`config.mk`:
```
export PLATFORM = sky130hd
export DESIGN_NAME = axis_spm_offset_mover
export DESIGN_NICKNAME = d
export VERILOG_FILES = /design/src/rtl/spm_ctrl_pkg.sv /design/src/rtl/spm_offset_axis_step.sv /design/src/rtl/axis_spm_offset_mover.sv
export SDC_FILE = /design/constraint.sdc
export NUM_CORES = 1
export LEC_CHECK = 0
export ABC_CLOCK_PERIOD_IN_PS = 6700
export CORE_UTILIZATION = 35
export DETAILED_ROUTE_END_ITERATION = 10
export PLACE_DENSITY_LB_ADDON = 0.12
export RECOVER_POWER = 100
export SYNTH_ARGS = -nofsm -noshare
export SYNTH_HDL_FRONTEND = slang
export SYNTH_SLANG_ARGS = --single-unit
export TNS_END_PERCENT = 20
```
`constraint.sdc`:
```
create_clock -name a_clk -period 6.7 [get_ports a_clk]
set_input_delay 1.34 -clock a_clk [delete_from_list [all_inputs] [get_ports a_clk]]
set_output_delay 1.34 -clock a_clk [all_outputs]
set_load 0.02 [all_outputs]
```
`src/rtl/spm_ctrl_pkg.sv`:
```
// Shared definitions for the SPM scan offset control path.
package spm_ctrl_pkg;
    localparam int SPM_WIDTH = 32;
    localparam int DIV_WIDTH = 16;

    typedef enum logic [1:0] {
        IDLE,
        MOVE,
        DONE
    } mover_state_t;
endpackage

```
`src/rtl/spm_offset_axis_step.sv`:
```
// One axis of the offset mover: computes the next slew-limited value toward target.
module spm_offset_axis_step
    import spm_ctrl_pkg::*;
#(
    parameter int WIDTH = SPM_WIDTH
) (
    input  logic [WIDTH-1:0] cur,
    input  logic [WIDTH-1:0] target,
    input  logic [WIDTH-1:0] step,
    output logic [WIDTH-1:0] next,
    output logic             reached
);

    logic signed [WIDTH:0] diff;
    logic        [WIDTH:0] mag;

    // One extra bit keeps target - cur and its magnitude exact over the full signed range.
    always_comb begin
        diff = $signed({target[WIDTH-1], target}) - $signed({cur[WIDTH-1], cur});
        mag  = diff[WIDTH] ? $unsigned(-diff) : $unsigned(diff);
        if ((step == '0) || (mag <= {1'b0, step})) begin
            next = target;
        end else if (diff[WIDTH]) begin
            next = cur - step;
        end else begin
            next = cur + step;
        end
        reached = (next == target);
    end

endmodule

```
`src/rtl/axis_spm_offset_mover.sv`:
```
// Slew-rate-limited x0/y0/z0 offset generator: ramps toward latched targets on divided ticks.
module axis_spm_offset_mover
    import spm_ctrl_pkg::*;
#(
    parameter int WIDTH     = spm_ctrl_pkg::SPM_WIDTH,
    parameter int DIV_WIDTH = spm_ctrl_pkg::DIV_WIDTH
) (
    input  logic                 a_clk,
    input  logic                 a_rst,
    input  logic [WIDTH-1:0]     target_x,
    input  logic [WIDTH-1:0]     target_y,
    input  logic [WIDTH-1:0]     target_z,
    input  logic [WIDTH-1:0]     step,
    input  logic [DIV_WIDTH-1:0] tick_div,
    input  logic                 go,
    input  logic                 abort,
    output logic [WIDTH-1:0]     x0,
    output logic [WIDTH-1:0]     y0,
    output logic [WIDTH-1:0]     z0,
    output logic                 busy,
    output logic                 done,
    output logic                 at_target
);

    mover_state_t         state, state_next;
    logic                 go_d;
    logic                 go_edge;
    logic                 tick;
    logic [DIV_WIDTH-1:0] tick_cnt;
    logic [WIDTH-1:0]     lat_x, lat_y, lat_z, lat_step;
    logic [WIDTH-1:0]     nx, ny, nz;
    logic                 rx, ry, rz;
    logic                 all_reached;

    spm_offset_axis_step #(.WIDTH(WIDTH)) u_step_x (
        .cur(x0), .target(lat_x), .step(lat_step), .next(nx), .reached(rx)
    );
    spm_offset_axis_step #(.WIDTH(WIDTH)) u_step_y (
        .cur(y0), .target(lat_y), .step(lat_step), .next(ny), .reached(ry)
    );
    spm_offset_axis_step #(.WIDTH(WIDTH)) u_step_z (
        .cur(z0), .target(lat_z), .step(lat_step), .next(nz), .reached(rz)
    );

    assign go_edge     = go & ~go_d;
    assign tick        = (state == MOVE) && (tick_cnt == '0);
    assign all_reached = rx & ry & rz;

    always_ff @(posedge a_clk) begin
        if (a_rst) begin
            state <= IDLE;
        end else begin
            state <= state_next;
        end
    end

    always_comb begin
        state_next = state;
        if (abort) begin
            state_next = IDLE;
        end else begin
            case (state)
                IDLE: if (go_edge) state_next = MOVE;
                MOVE: begin
                    if (go_edge) begin
                        state_next = MOVE;
                    end else if (tick && all_reached) begin
                        state_next = DONE;
                    end
                end
                DONE:    state_next = go_edge ? MOVE : IDLE;
                default: state_next = IDLE;
            endcase
        end
    end

    // Abort freezes position and collapses targets onto it; a go edge in any state
    // re-latches without touching the current position.
    always_ff @(posedge a_clk) begin
        if (a_rst) begin
            go_d     <= 1'b0;
            tick_cnt <= '0;
            lat_x    <= '0;
            lat_y    <= '0;
            lat_z    <= '0;
            lat_step <= '0;
            x0       <= '0;
            y0       <= '0;
            z0       <= '0;
        end else begin
            go_d <= go;
            if (abort) begin
                lat_x <= x0;
                lat_y <= y0;
                lat_z <= z0;
            end else if (go_edge) begin
                lat_x    <= target_x;
                lat_y    <= target_y;
                lat_z    <= target_z;
                lat_step <= step;
                tick_cnt <= tick_div;
            end else if (state == MOVE) begin
                if (tick) begin
                    x0       <= nx;
                    y0       <= ny;
                    z0       <= nz;
                    tick_cnt <= tick_div;
                end else begin
                    tick_cnt <= tick_cnt - DIV_WIDTH'(1);
                end
            end
        end
    end

    assign busy      = (state == MOVE);
    assign done      = (state == DONE);
    assign at_target = (x0 == lat_x) && (y0 == lat_y) && (z0 == lat_z);

endmodule

```
==> impl_metrics.json, run 1 <==
{
  "globalRoute.totalOverflow": 0,
  "cap_violations": 2,
  "h-tree-depth": 2,
  "largest_net_degree_at_the_start_of_global_routing": 162,
  "leakage_nw": 17.4,
  "timing.hold.worst.class": "register to register",
  "cpMostUsedCell": "sky130_fd_sc_hd__buf_4",
  "route.vias.total": 35700,
  "power.total_mw": 12.0,
  "finalNetCount": 5571,
  "buffer_ports.inserted": 246,
  "clock_tree.buffer_depth": 3,
  "clk_transition_reported_paths_ns": 0.06,
  "areaGrowthSynthToFinish_pct": 29.8,
  "placement.cell_area_sq_um": 39100,
  "remaining_drc_errors": 0,
  "status": "complete, but fails checks",
  "numCtsBuffers": 36,
  "synth.net_count": 4901,
  "final.setup_skew_ns": 0.0219,
  "fin_crit_ns": 6.50,
  "power.ir.vdd_worst_mv": 0.240,
  "clkLatencyLatePin_ns": 0.59,
  "drive_gt1_share_pct": 15.8,
  "final_cell_mix": "615 x sky130_fd_sc_hd__buf_4, 594 x sky130_fd_sc_hd__nand2_1, 504 x sky130_fd_sc_hd__a21oi_1",
  "yosys_warnings": 0,
  "synth-seq-cells": 243,
  "post_synth_main_area_contributors": "sky130_fd_sc_hd__dfxtp_1 16%, sky130_fd_sc_hd__ha_1 12%, sky130_fd_sc_hd__a21oi_1 8.1%",
  "grt_pass1_vias": 33500,
  "antenna_cells": 0,
  "synthCells": 4457,
  "initialDrtViolationCount": 3054,
  "drv_slew": 136,
  "whs_ns": 0.473,
  "yosysTopAreaCell": "sky130_fd_sc_hd__dfxtp_1",
  "cts_root_buffer_type": "sky130_fd_sc_hd__clkbuf_16",
  "final-setup-viol-count": 0,
  "critical_path.slowest_cell": "sky130_fd_sc_hd__or4_1",
  "violated_checks": "max-capacitance violations, max-slew violations",
  "grt_pass1_wl_microns": 212000,
  "synth_enable_flop_cells": 0,
  "wire_per_inst_microns": 22.7,
  "min_period_over_period_pct": 96.9,
  "synth_top_area_share_pct": 15.6,
  "layout.core_utilization_pct": 45.9,
  "critical-path-max-stage-delay_ns": 0.55,
  "firstDrtPassIters": 6,
  "cp_data_arrival_time_ns": 6.97,
  "detail_route.wirelength_microns": 144000,
  "dp_worst_setup_slack_ns": -0.368,
  "synth_area_sq_um": 31200,
  "synth-async-reset-ratio_pct": 0,
  "achievable-frequency_mhz": 154,
  "tritoncts_clock_tree": "done",
  "cts_hold_buffers": 0,
  "timing.critical_path.to_type": "register",
  "global_routing_s_busiest_layer": "met2",
  "design.die.area_sq_um": 90400,
  "synth_seq_area_share_pct": 15.6,
  "numClockSinks": 243,
  "post-dp-hpwl_microns": 117000,
  "p_per_area_nw_per_um2": 296,
  "layout.cells.most_common": "sky130_fd_sc_hd__buf_4",
  "cp_max_fo": 9,
  "worst_path_cell_trace": "inv_1 -> ha_1 -> a21oi_1 -> o211ai_1 -> a2111oi_1 -> nor3_2 -> o31ai_4 -> buf_4 -> nor2_1 -> xnor2_1 -> ha_1 -> buf_4 -> a21oi_1 -> mux2i_1 -> or4_1 -> nor3_2 -> o2111ai_1 -> nor4b_2 -> nand4_1 -> nor4_4 -> buf_4 -> and4_1 -> a32oi_1 -> o31a_1",
  "stdcell_count": 6317,
  "boundaryPins": 247,
  "die_y_microns": 301,
  "timing.critical_path.from_type": "register",
  "gp_routability_congestion": 1.01,
  "placed_cells": 6244,
  "grt_util_all_layers_pct": 30.8,
  "worstSetupPathType": "register to register",
  "syn-mean-instance-area_sq_um": 7.01,
  "path_delay_family": "simple AND/OR/NAND/NOR gates",
  "grt_antenna_before_repair": 3,
  "worstMarginPinSlew_ns": 2.33,
  "initial_utilization_pct": 35.3,
  "rows": 109,
  "final_hold_violation_count": 0,
  "worst_case_setup_margin_in_the_final_layout_ns": 0.205,
  "synth_cell_types": 106,
  "drt-vias-per-instance": 5.65,
  "critPathRequiredTime_ns": 7.18,
  "post_route_standard_cell_area_excluding_fillers_sq_um": 40500,
  "setup_total_negative_slack_ns": 0,
  "antenna_left": 0,
  "globalRouteMet3Util_pct": 3.53,
  "relSlewSlack_pct": -55.6,
  "chipWidth_microns": 301,
  "met1_usage_pct": 40.9,
  "timing.critical_path.buf_inv": 4,
  "synth_flop_cell": "sky130_fd_sc_hd__dfxtp_1",
  "grtUsageMet2_pct": 51.1,
  "floorplan.core_area_sq_um": 88400
}
cell families (layout without fill, tap and decap cells):
kind of cell | Yosys count | count (layout) | share of synthesized area [%]
AND/OR/NAND/NOR | 1706 | 1706 | 26.0
AO/OA/AOI/OAI | 1308 | 1308 | 26.9
buffers and inverters | 457 | 1152 | 5.74
XOR/XNOR | 386 | 386 | 11.8
adder cells (fa/ha/maj) | 296 | 296 | 12.0
flip-flops | 243 | 243 | 15.6
multiplexers | 61 | 61 | 1.97
where the power goes:
group / switching (mW) / leakage, nW / internal (mW)
logic: 4.77 / 14.8 / 3.67
registers: 0.0576 / 1.97 / 1.49
clock network: 0.800 / 0.589 / 1.21
synthesized netlist by cell type (54+ instances only):
| master | n |
|---|---|
| sky130_fd_sc_hd__nand2_1 | 594 |
| sky130_fd_sc_hd__a21oi_1 | 508 |
| sky130_fd_sc_hd__nor2_1 | 473 |
| sky130_fd_sc_hd__ha_1 | 290 |
| sky130_fd_sc_hd__xnor2_1 | 262 |
| sky130_fd_sc_hd__dfxtp_1 | 243 |
| sky130_fd_sc_hd__clkbuf_1 | 212 |
| sky130_fd_sc_hd__inv_1 | 204 |
| sky130_fd_sc_hd__o21ai_0 | 185 |
| sky130_fd_sc_hd__xor2_1 | 102 |
| sky130_fd_sc_hd__nand4_1 | 91 |
| sky130_fd_sc_hd__a21o_1 | 89 |
| sky130_fd_sc_hd__nor3_1 | 86 |
| sky130_fd_sc_hd__a211oi_1 | 83 |
| sky130_fd_sc_hd__nand3_1 | 67 |
| sky130_fd_sc_hd__mux2i_1 | 56 |
| sky130_fd_sc_hd__or3_1 | 54 |
registers in the layout, indices dropped and copies added, names as in the netlist, 16 cells and up:
name and cells:
y0 32, lat_x 32, x0 32, lat_step 32, z0 32, tick_cnt 16
lat_y 32, lat_z 32
layer usage:
metal	share of wire, %	vias to the layer above
met1	44	16900
met2	46	1089
met3	5.9	229
li1	-	17400
met5	0.0091	-
met4	3.8	2
repair_timing:
action / in CTS / in global routing
gates resized for setup: 6 / 44
endpoints found under the setup margin: 2 / 14
setup buffers: 4 / 6
pin swaps: 1 / 13
worst paths after layout:
path                                  start  cells past startpoint     endpoint  slack (ns)
worst max-delay path                 x0[19]                     24     state[0]        0.20
worst min-delay path            lat_step[1]                      2  lat_step[1]        0.47
worst max register to register       x0[19]                     24     state[0]        0.20
worst min register to register  lat_step[1]                      2  lat_step[1]        0.47
cell type report:
cell class,count,area (sq um)
Timing Repair Buffer,882,7390
Fill cell,9251,47800
Tap cell,1165,1460
Inverter,207,777
Sequential cell,243,4870
Multi-Input combinational cell,3757,24800
Clock buffer,51,1010
Clock inverter,12,190
tightest hold or removal path: stages, from the launching register on:
cell,delay [ns]
sky130_fd_sc_hd__dfxtp_1,0.32
sky130_fd_sc_hd__nand2_1,0.05
sky130_fd_sc_hd__a21oi_1,0.05
(Power assumes the default switching activity.)
==> inputs of run 2 (changes only) <==
- CORE_MARGIN: not set -> 2
- HOLD_SLACK_MARGIN: not set -> 0.02
- SKIP_CTS_REPAIR_TIMING: not set -> 1
==> run 2 against run 1 <==
The run still ends with max-capacitance violations, max-slew violations left. Critical path depth is 4 higher. Register-to-register slack improved by 0.07 ns. First-iteration DRC count fell by 3.7%. Clock skew grew 0.0083 ns. Largest cell class unchanged. Critical endpoint unchanged.
==> impl_metrics.json, run 2 (synthesis gave the netlist of run 1 again) <==
{
  "timing.critical_path.to_type": "register",
  "drive_gt1_share_pct": 16.1,
  "numCtsBuffers": 34,
  "ff_latch_area_sq_um": 4860,
  "worst_case_setup_margin_in_the_final_layout_ns": 0.270,
  "drv_slew": 57,
  "timing.critical_path.from_type": "register",
  "violated_checks": "max-capacitance violations, max-slew violations",
  "wire_per_inst_microns": 22.7,
  "drt-vias-per-instance": 5.64,
  "remaining_drc_errors": 0,
  "timing.hold.worst.class": "register to register",
  "detail_route.wirelength_microns": 144000,
  "critical_path.slowest_cell": "sky130_fd_sc_hd__or4_1",
  "cp_data_arrival_time_ns": 6.93,
  "final.setup_skew_ns": 0.0302,
  "p_per_area_nw_per_um2": 289,
  "globalRoute.totalOverflow": 0,
  "relSlewSlack_pct": -116,
  "power.ir.vdd_worst_mv": 0.305,
  "critPathRequiredTime_ns": 7.20,
  "antenna_left": 0,
  "numClockSinks": 243,
  "finalNetCount": 5602,
  "cts_root_buffer_type": "sky130_fd_sc_hd__clkbuf_16",
  "layout.cells.most_common": "sky130_fd_sc_hd__buf_4",
  "h-tree-depth": 2,
  "post_route_standard_cell_area_excluding_fillers_sq_um": 40600,
  "initial_utilization_pct": 35.3,
  "grt_antenna_before_repair": 4,
  "final_hold_violation_count": 0,
  "clock_tree.buffer_depth": 3,
  "timing.critical_path.buf_inv": 7,
  "die_y_microns": 303,
  "chipWidth_microns": 303,
  "min_period_over_period_pct": 96.0,
  "worstSetupPathType": "register to register",
  "cp_max_fo": 12,
  "gp_routability_congestion": 1.02,
  "layout.core_utilization_pct": 45.9,
  "antenna_cells": 0,
  "clkLatencyLatePin_ns": 0.61,
  "initialDrtViolationCount": 2941,
  "largest_net_degree_at_the_start_of_global_routing": 122,
  "grt_pass1_wl_microns": 212000,
  "placement.cell_area_sq_um": 39300,
  "boundaryPins": 247,
  "floorplan.core_area_sq_um": 88400,
  "power.total_mw": 11.7,
  "achievable-frequency_mhz": 156,
  "leakage_nw": 17.4,
  "worstMarginPinSlew_ns": 3.24,
  "status": "complete, but fails checks",
  "cpMostUsedCell": "sky130_fd_sc_hd__buf_4",
  "firstDrtPassIters": 6,
  "areaGrowthSynthToFinish_pct": 29.9,
  "tritoncts_clock_tree": "done",
  "rows": 109,
  "post-dp-hpwl_microns": 118000,
  "clk_transition_reported_paths_ns": 0.06,
  "whs_ns": 0.485,
  "final_cell_mix": "647 x sky130_fd_sc_hd__buf_4, 594 x sky130_fd_sc_hd__nand2_1, 507 x sky130_fd_sc_hd__a21oi_1",
  "multi_input_comb_area_sq_um": 24800,
  "route.vias.total": 35800,
  "fill_cell_count": 9401,
  "grt_pass1_vias": 33700,
  "dp_worst_setup_slack_ns": -0.323,
  "buffer_ports.inserted": 246,
  "fin_crit_ns": 6.43,
  "path_delay_family": "compound AO/OA/AOI/OAI gates",
  "final-setup-viol-count": 0,
  "cap_violations": 1,
  "grt_setup_unrepaired": "true",
  "design.die.area_sq_um": 91600,
  "critical-path-max-stage-delay_ns": 0.58,
  "grt_util_all_layers_pct": 30.5
}
==> run 2: cell types whose count changed in the layout (fill, tap and decap cells not counted), sizes merged <==
cell           before  now
clkinv              9    7
clkbuf             60   61
clkdlybuf4s50     145  144
buf               629  660
bufinv              4    0
dlygate4sd3        99  100
clkinvlp            0    3
==> run 2: worst register-to-register path, delay by kind of cell (launching register included) <==
family | cells | cell delay (ns)
adders and majority gates | 3 | 0.98
xor gates and xnor gates | 2 | 0.36
and+or+nand+nor | 6 | 1.64
buffers and inverters | 7 | 1.06
DFF | 1 | 0.37
AOI/OAI and AO/OA | 10 | 1.90
==> run 2: routing by layer <==
metal | vias to the layer above | GRT usage [%] | wire length, microns | part of all wire [%]
met5 | - | 0 | 16 | 0.011
met4 | 2 | 10.5 | 5430 | 3.8
met3 | 204 | 3.19 | 7610 | 5.3
met2 | 1116 | 50.3 | 65700 | 46
met1 | 17000 | 41.2 | 65100 | 45
li1 | 17500 | - | - | -
==> run 2: where the power goes <==
part	total, mW	internal, mW	switching (mW)	leakage [nW]
sequential	1.55	1.49	0.0581	1.97
clock	1.83	1.03	0.808	0.519
combinational	8.34	3.61	4.73	15.0
==> run 2: path summary, 6_finish.rpt <==
| kind | slack [ns] | startpoint | endpoint | depth (start not counted) |
|---|---|---|---|---|
| max | 0.27 | lat_x[0] | state[0] | 28 |
| min | 0.49 | lat_step[1] | lat_step[1] | 2 |
| min reg2reg | 0.49 | lat_step[1] | lat_step[1] | 2 |
| max reg2reg | 0.27 | lat_x[0] | state[0] | 28 |
==> run 2: cell type report <==
cell class / instances / share of cell area [%]
multi-input combinational: 3757 / 61.1
timing repair buffer: 915 / 18.7
sequential: 243 / 12.0
tap: 1165 / 3.59
clock buffer: 50 / 2.42
inverter: 207 / 1.92
clock inverter: 9 / 0.231
==> run 2: metrics by stage <==
stage          std cells  setup TNS, ns
2_1_floorplan       4457              0
3_3_place_gp        6281         -0.221
3_5_place_dp        6281         -0.627
4_1_cts             6340         -0.711
5_1_grt             6346         -0.176
6_report            6346              0
